===== src/rtl/register_bank_mp_if.sv =====
// Bus bundle for register_bank_mp: write port, packed read addresses/data and sweep status.
// The master side is the pipeline (writeback drives the write port, decode drives sr).
interface register_bank_mp_if #(
  parameter int unsigned DATA_W   = 32,
  parameter int unsigned ADDR_W   = 5,
  parameter int unsigned RD_PORTS = 2
);
  logic                         write;
  logic [ADDR_W-1:0]            dr;
  logic signed [DATA_W-1:0]     wrData;
  logic [RD_PORTS*ADDR_W-1:0]   sr;
  logic [RD_PORTS*DATA_W-1:0]   rData;
  logic                         busy;

  modport master (
    output write, dr, wrData, sr,
    input  rData, busy
  );

  modport slave (
    input  write, dr, wrData, sr,
    output rData, busy
  );
endinterface


===== src/rtl/register_bank_mp.sv =====
// register_bank_mp: 2^ADDR_W x DATA_W register file with RD_PORTS asynchronous read ports and
// one synchronous write port. After reset a sequential sweep zeroes the array one entry per
// cycle so the storage needs no parallel reset and can map onto RAM.
// Optional feature: define REGBANK_BYPASS_EN to forward same-cycle write data to read ports.
module register_bank_mp #(
  parameter int unsigned DATA_W   = 32,
  parameter int unsigned ADDR_W   = 5,
  parameter int unsigned RD_PORTS = 2,
  parameter int unsigned ZERO_REG = 1
) (
  input logic               clk,
  input logic               reset,
  register_bank_mp_if.slave bus
);

  localparam int unsigned Depth = 1 << ADDR_W;

  typedef enum logic [0:0] {StClear, StRun} state_e;

  state_e              state_q, state_d;
  logic [ADDR_W-1:0]   ptr_q, ptr_d;

  logic [DATA_W-1:0]   mem_q [Depth];

  logic                mem_we;
  logic [ADDR_W-1:0]   mem_waddr;
  logic [DATA_W-1:0]   mem_wdata;
  logic                wr_to_zero;
  logic [DATA_W-1:0]   rd_data [RD_PORTS];

  // Entry 0 is hardwired to zero when ZERO_REG is set, so writes there are discarded.
  assign wr_to_zero = (ZERO_REG != 0) && (bus.dr == '0);

  // State register: reset (re)starts the clear sweep from entry 0
  always_ff @(posedge clk) begin
    if (reset) begin
      state_q <= StClear;
      ptr_q   <= '0;
    end else begin
      state_q <= state_d;
      ptr_q   <= ptr_d;
    end
  end

  // Array write port; intentionally no reset so the array can be a RAM
  always_ff @(posedge clk) begin
    if (mem_we) begin
      mem_q[mem_waddr] <= mem_wdata;
    end
  end

  // Next-state: advance the sweep pointer and leave CLEAR after the last entry
  always_comb begin
    state_d = state_q;
    ptr_d   = ptr_q;
    unique case (state_q)
      StClear: begin
        ptr_d = ptr_q + 1'b1;
        if (&ptr_q) begin
          state_d = StRun;
        end
      end
      StRun:   ;
      default: state_d = StClear;
    endcase
  end

  // Outputs and write-port control: sweep owns the write port while busy
  always_comb begin
    bus.busy  = (state_q == StClear);
    mem_we    = 1'b0;
    mem_waddr = bus.dr;
    mem_wdata = bus.wrData;
    if (reset) begin
      // Reset edge leaves the array untouched and drops any concurrent write
      mem_we = 1'b0;
    end else if (state_q == StClear) begin
      mem_we    = 1'b1;
      mem_waddr = ptr_q;
      mem_wdata = '0;
    end else if (bus.write && !wr_to_zero) begin
      mem_we = 1'b1;
    end
  end

  for (genvar gi = 0; gi < RD_PORTS; gi++) begin : g_rd
    logic [ADDR_W-1:0] ra;
    assign ra = bus.sr[gi*ADDR_W +: ADDR_W];

    // Per-port read mux: sweep and zero entry force 0, optional write-through forwarding
    always_comb begin
      rd_data[gi] = mem_q[ra];
      if (state_q == StClear) begin
        rd_data[gi] = '0;
      end else if ((ZERO_REG != 0) && (ra == '0)) begin
        rd_data[gi] = '0;
`ifdef REGBANK_BYPASS_EN
      end else if (bus.write && (ra == bus.dr) && !wr_to_zero) begin
        rd_data[gi] = bus.wrData;
`else
`endif
      end
    end
  end

  // Pack per-port read data onto the bus
  always_comb begin
    bus.rData = '0;
    for (int i = 0; i < RD_PORTS; i++) begin
      bus.rData[i*DATA_W +: DATA_W] = rd_data[i];
    end
  end

endmodule


===== src/flat_wrapper.sv =====
// flat-port wrapper written by rule: the top's interface ports become plain ports
module register_bank_mp_flat 
#(
  parameter int unsigned DATA_W   = 32,
  parameter int unsigned ADDR_W   = 5,
  parameter int unsigned RD_PORTS = 2,
  parameter int unsigned ZERO_REG = 1
)
  (clk, reset, bus_write, bus_dr, bus_wrData, bus_sr, bus_rData, bus_busy);
  register_bank_mp_if #(.DATA_W(DATA_W), .ADDR_W(ADDR_W), .RD_PORTS(RD_PORTS)) bus_i ();
  input logic clk;
  input logic reset;
  input wire logic [$bits(bus_i.write)-1:0] bus_write;
  input wire logic [$bits(bus_i.dr)-1:0] bus_dr;
  input wire logic [$bits(bus_i.wrData)-1:0] bus_wrData;
  input wire logic [$bits(bus_i.sr)-1:0] bus_sr;
  output wire logic [$bits(bus_i.rData)-1:0] bus_rData;
  output wire logic [$bits(bus_i.busy)-1:0] bus_busy;
  assign bus_i.write = bus_write;
  assign bus_i.dr = bus_dr;
  assign bus_i.wrData = bus_wrData;
  assign bus_i.sr = bus_sr;
  assign bus_rData = bus_i.rData;
  assign bus_busy = bus_i.busy;
  register_bank_mp #(.DATA_W(DATA_W), .ADDR_W(ADDR_W), .RD_PORTS(RD_PORTS), .ZERO_REG(ZERO_REG)) u_core (.clk(clk), .reset(reset), .bus(bus_i));
endmodule

===== config.mk =====
export PLATFORM = sky130hd
export DESIGN_NAME = register_bank_mp_flat
export DESIGN_NICKNAME = d
export VERILOG_FILES = /design/src/rtl/register_bank_mp_if.sv /design/src/rtl/register_bank_mp.sv /design/src/flat_wrapper.sv
export SDC_FILE = /design/constraint.sdc
export NUM_CORES = 1
export LEC_CHECK = 0
export ABC_CLOCK_PERIOD_IN_PS = 4000
export CAP_MARGIN = 20
export CELL_PAD_IN_SITES_DETAIL_PLACEMENT = 2
export CELL_PAD_IN_SITES_GLOBAL_PLACEMENT = 2
export CORE_ASPECT_RATIO = 2
export CORE_MARGIN = 1
export CORE_UTILIZATION = 49
export CTS_BUF_LIST = sky130_fd_sc_hd__clkbuf_4
export CTS_CLUSTER_SIZE = 28
export DETAILED_ROUTE_END_ITERATION = 10
export GPL_TIMING_DRIVEN = 0
export PLACE_DENSITY_LB_ADDON = 0.2
export RECOVER_POWER = 50
export SLEW_MARGIN = 40
export SYNTH_ARGS = -nofsm -noshare
export SYNTH_HDL_FRONTEND = slang
export SYNTH_SLANG_ARGS = --single-unit
export TNS_END_PERCENT = 20

===== constraint.sdc =====
create_clock -name clk -period 4 [get_ports clk]
set_input_delay 0.8 -clock clk [delete_from_list [all_inputs] [get_ports clk]]
set_output_delay 0.8 -clock clk [all_outputs]
set_load 0.05 [all_outputs]

==> impl_metrics.yaml, run 1 <==
logic_synthesis:
  yosys_warnings: 0
  synthAdderAreaFrac_pct: 0.0537
  synth_top_family_by_area: "multiplexers"
  synth_nets: 2924
  netlist_area_sq_mm: 0.0466
  async_flop_share_pct: 0
  synth_top_area_share_pct: 64.0
  synth_common_cells: "edfxtp_1, mux2i_1, mux4_2, o22ai_1, a22oi_1"
  synth_flop_cell: "edfxtp_1"
  synth_most_common_cell: "edfxtp_1"
  yosys-mux-area-fraction_pct: 21.8
  synth_xor_area_share_pct: 0.0564
  ys_ff_latch: 1000
  syn_inst: 2872
  yosys-top-cells-area: "edfxtp_1, mux2i_1, mux4_2, a22oi_1, o22ai_1"
  synth_area_per_cell_sq_um: 16.2
  synth_compound_area_share_pct: 7.69
  yosys.area.top_type: "edfxtp_1"
  ys_seq_area_share_pct: 64.3
  synth_edf_count: 994
  synth-simple-area-share_pct: 3.48
  synth_cell_type_count: 46
placed_design:
  gp_congestion: 0.938
  dp.cells: 4312
  io_buffers: 112
  post-place-ws_ps: -1720
  place_hpwl_microns: 148000
clocking:
  clock_path_buffers: 3
  cts_root_buf: "clkbuf_4"
  cts.htree.levels: 4
  numCtsBuffers: 223
  postCtsHoldBufs: 0
  clock_sinks: 1000
floorplan:
  num_rows: 159
  fp.dieH_microns: 438
  dieWidth_microns: 220
  io_pins: 115
  start_util_pct: 49.5
run_status:
  haltStage: "global routing"
  error: "[ERROR GRT-0232] Routing congestion too high. Check the congestion heatmap in the GUI."
  status: "did not finish"
global_routing:
  track_usage_pct: 63.8
  grt_remaining_overflow: 16
  grt_max_degree: 33
sta:
  worst_endpoint_kind: "output port"
  crit_endpoint: "bus_rData[45]"
==> cells by family after synthesis <==
group / Yosys count
XOR/XNOR: 3
buffers and inverters: 242
AND/OR/NAND/NOR: 330
adder cells (fa/ha/maj): 2
AO/OA/AOI/OAI: 522
flip-flops: 1000
multiplexers: 773
==> repair_timing <==
item | CTS
gates cloned | 0
setup buffers | 18
gates resized for setup | 843
pin swaps | 42
setup endpoints to repair | 64
==> layer usage <==
metal / GRT usage, % / overflow
met2: 86.6 / 2
met4: 64.0 / 14
met5: 9.85 / 0
met1: 65.1 / 0
met3: 38.2 / 0
==> through the flow <==
stage	instance area (sq um)	setup TNS (ps)	util (%)
after floorplan	46600	0	-
after global placement	49200	-2406750	52.3
after detailed placement	52100	-117860	55.4
after CTS	56700	-8150	60.2
==> run 2, diff against run 1 <==
Settings changed: CELL_PAD_IN_SITES_DETAIL_PLACEMENT 2 to default, CELL_PAD_IN_SITES_GLOBAL_PLACEMENT 2 to default, CORE_ASPECT_RATIO 2 to default, CORE_UTILIZATION 49 to 40, CTS_BUF_LIST sky130_fd_sc_hd__clkbuf_4 to default, CTS_CLUSTER_SIZE 28 to default, PLACE_DENSITY_LB_ADDON 0.2 to 0.15.
==> impl_metrics.yaml, run 2 <==
floorplan:
  fp.dieH_microns: 343
  die_area_sq_mm: 0.118
  io_pins: 115
  core_sq_mm: 0.115
  dieWidth_microns: 343
  num_rows: 124
  start_util_pct: 40.5
setup_path:
  crit_chain: "clkdlybuf4s15_2, or3b_1, clkbuf_1, clkbuf_4, a221oi_2, a22oi_2, nand4_1, clkbuf_4"
  critPathTopFamily: "buffers and inverters"
  cp_common_cell: "clkbuf_4"
  critPathKind: "in2out"
  path_buf_inv: 4
  critPathMaxStageDelay_ps: 530
  r2r_slack_ps: 20
  start_kind: "input pin"
  cp_slowest_cell: "a22oi_2"
  cp.arrival_ps: 3290
  required_ps: 3200
  critPathCaptureType: "output port"
  path_max_fanout: 10
sta:
  slew_headroom_pct: -31.2
  final-setup-viol-count: 60
  fin_crit_sh_pct: 102
  fmax_ghz: 0.244
  report.final.slew_viol_count: 89
  setup_slack_ps: -93.3
  tightest_slew_ps: 1960
  finClkSkew_ps: 16.5
  rsz0062_at_grt: "yes"
  finalSetupTns_ps: -1130
  period_needed_ps: 4090
  hold_violations: 0
placed_design:
  place_hpwl_microns: 120000
  placed_cell_area_sq_mm: 0.0523
  io_buffers: 112
  post-place-ws_ps: -1590
  gp_congestion: 0.894
logic_synthesis:
  yosys.area.top_type: "edfxtp_1"
  synth_cell_type_count: 46
  ys_seq_area_share_pct: 64.3
  synth_flop_cell: "edfxtp_1"
  async_flop_share_pct: 0
  ys_ff_latch: 1000
  netlist_area_sq_mm: 0.0466
  synth_most_common_cell: "edfxtp_1"
  synth_nets: 2924
  synth_area_per_cell_sq_um: 16.2
  yosys-top-cells-area: "edfxtp_1, mux2i_1, mux4_2, a22oi_1, o22ai_1"
  yosys_warnings: 0
  syn_inst: 2872
  synth_top_area_share_pct: 64.0
  synth_common_cells: "edfxtp_1, mux2i_1, mux4_2, o22ai_1, a22oi_1"
  synth_edf_count: 994
route:
  dr.pass1.iters: 6
  vias_per_cell: 6.43
  drt_iter0_markers: 3811
  routed_wl_microns: 168000
  wire_per_inst_microns: 35.0
  ant_nets: 0
  vias: 30926
  drc_errors: 0
global_routing:
  grt_pass1_vias: 31440
  grt_max_degree: 33
  grt_pass1_wl_microns: 233000
  antenna_found_initial: 5
  grt_remaining_overflow: 0
  track_usage_pct: 28.3
clocking:
  clock_path_buffers: 3
  cts_root_buf: "clkbuf_16"
  cts.htree.levels: 3
  clk_latency_ps: 720
  numCtsBuffers: 109
  cts_tree: "yes"
  postCtsHoldBufs: 0
  clock_sinks: 1000
  clkTransAtPathRegs_ps: 70
final_layout:
  top_regs: "u_core.mem_q (994), u_core.ptr_q (5), u_core.state_q (1)"
  drive_above_1_share_pct: 25.9
  n_fill_cell: 9643
  fin_nets: 3258
  top_register: "u_core.mem_q"
  layout.cells.most_common: "edfxtp_1"
  final_cell_mix: "edfxtp_1, mux2i_1, mux4_2"
  fin_area_sq_mm: 0.0559
  largest_reg_flops: 994
  syn_to_final_growth_pct: 20.0
pwr:
  power_density_mw_per_mm2: 418
  leakage_nw: 19.6
  total_power_w: 0.0234
  ir_drop_uv: 340
run:
  max_cap_violations: 5
min_path:
  min_path_type: "reg2reg"
run_status:
  violations: "capacitance limit, slew limit, setup timing"
  status: "complete, but fails checks"
run 2: cell counts after synthesis:
Identical to the previous run, type by type.
run 2: layout make-up:
cell class                      instances  area [sq um]  share of cell area (%)
Antenna cell                            1          2.50                 0.00447
Buffer                                233          1690                    3.02
Clock buffer                          132          2880                    5.14
Clock inverter                         68           586                    1.05
Inverter                                6          22.5                  0.0403
Multi-Input combinational cell       1630         16100                    28.7
Sequential cell                      1000         30000                    53.6
Tap cell                             1512          1890                    3.38
Timing Repair Buffer                  226          2840                    5.07
run 2: cells by family after synthesis:
kind of cell,count (synthesis),synth area share (%)
flip-flops,1000,64.3
multiplexers,773,21.8
AO/OA/AOI/OAI,522,7.69
AND/OR/NAND/NOR,330,3.48
buffers and inverters,242,2.65
XOR/XNOR,3,0.0564
adder cells (fa/ha/maj),2,0.0537
run 2: stage by stage:
| step | std cells | util (%) | hold slack, ps |
|---|---|---|---|
| final | 4808 | 48.7 | 589 |
| after global routing | 4807 | 48.7 | 615 |
| after CTS | 4808 | 49.2 | 591 |
| after detailed placement | 4600 | 45.5 | 579 |
| after global placement | 4496 | 43.2 | 539 |
| after floorplan | 2872 | - | 510 |
run 2: tightest hold or removal path: stages, from the launching register on:
cell	delay, ps
dfxtp_1	380
mux2i_1	100
nor2_1	70
run 2: where the power goes:
| group | switching, W | internal, W |
|---|---|---|
| logic | 0.00111 | 0.000647 |
| registers | 0.0000364 | 0.0116 |
| clock network | 0.00423 | 0.00572 |
| total | 0.00537 | 0.0180 |
run 2: worst paths after layout:
check                          startpoint                            to  depth (start not counted)
min          u_core.ptr_q[4]$_SDFFE_PP0N_  u_core.ptr_q[4]$_SDFFE_PP0N_                          2
max                             bus_sr[2]                 bus_rData[11]                          8
max reg2reg     u_core.state_q$_SDFF_PP0_  u_core.mem_q[4][9]$_DFFE_PP_                          6
min reg2reg  u_core.ptr_q[4]$_SDFFE_PP0N_  u_core.ptr_q[4]$_SDFFE_PP0N_                          2
run 2: per-layer routing:
layer	vias to the layer above	wire, microns	track usage, %
met5	-	26	0
met4	4	9650	14.6
met3	354	14700	5.32
met2	1782	76800	43.9
met1	16181	67200	37.9
li1	12605	-	-
run 2: what timing repair did:
item                       CTS  global route
gates resized for setup    561            57
setup buffers               10             0
hold endpoints to repair     0             0
pin swaps                   29            11
setup endpoints to repair   64            45
No activity file was read; power rests on OpenSTA's default activity.
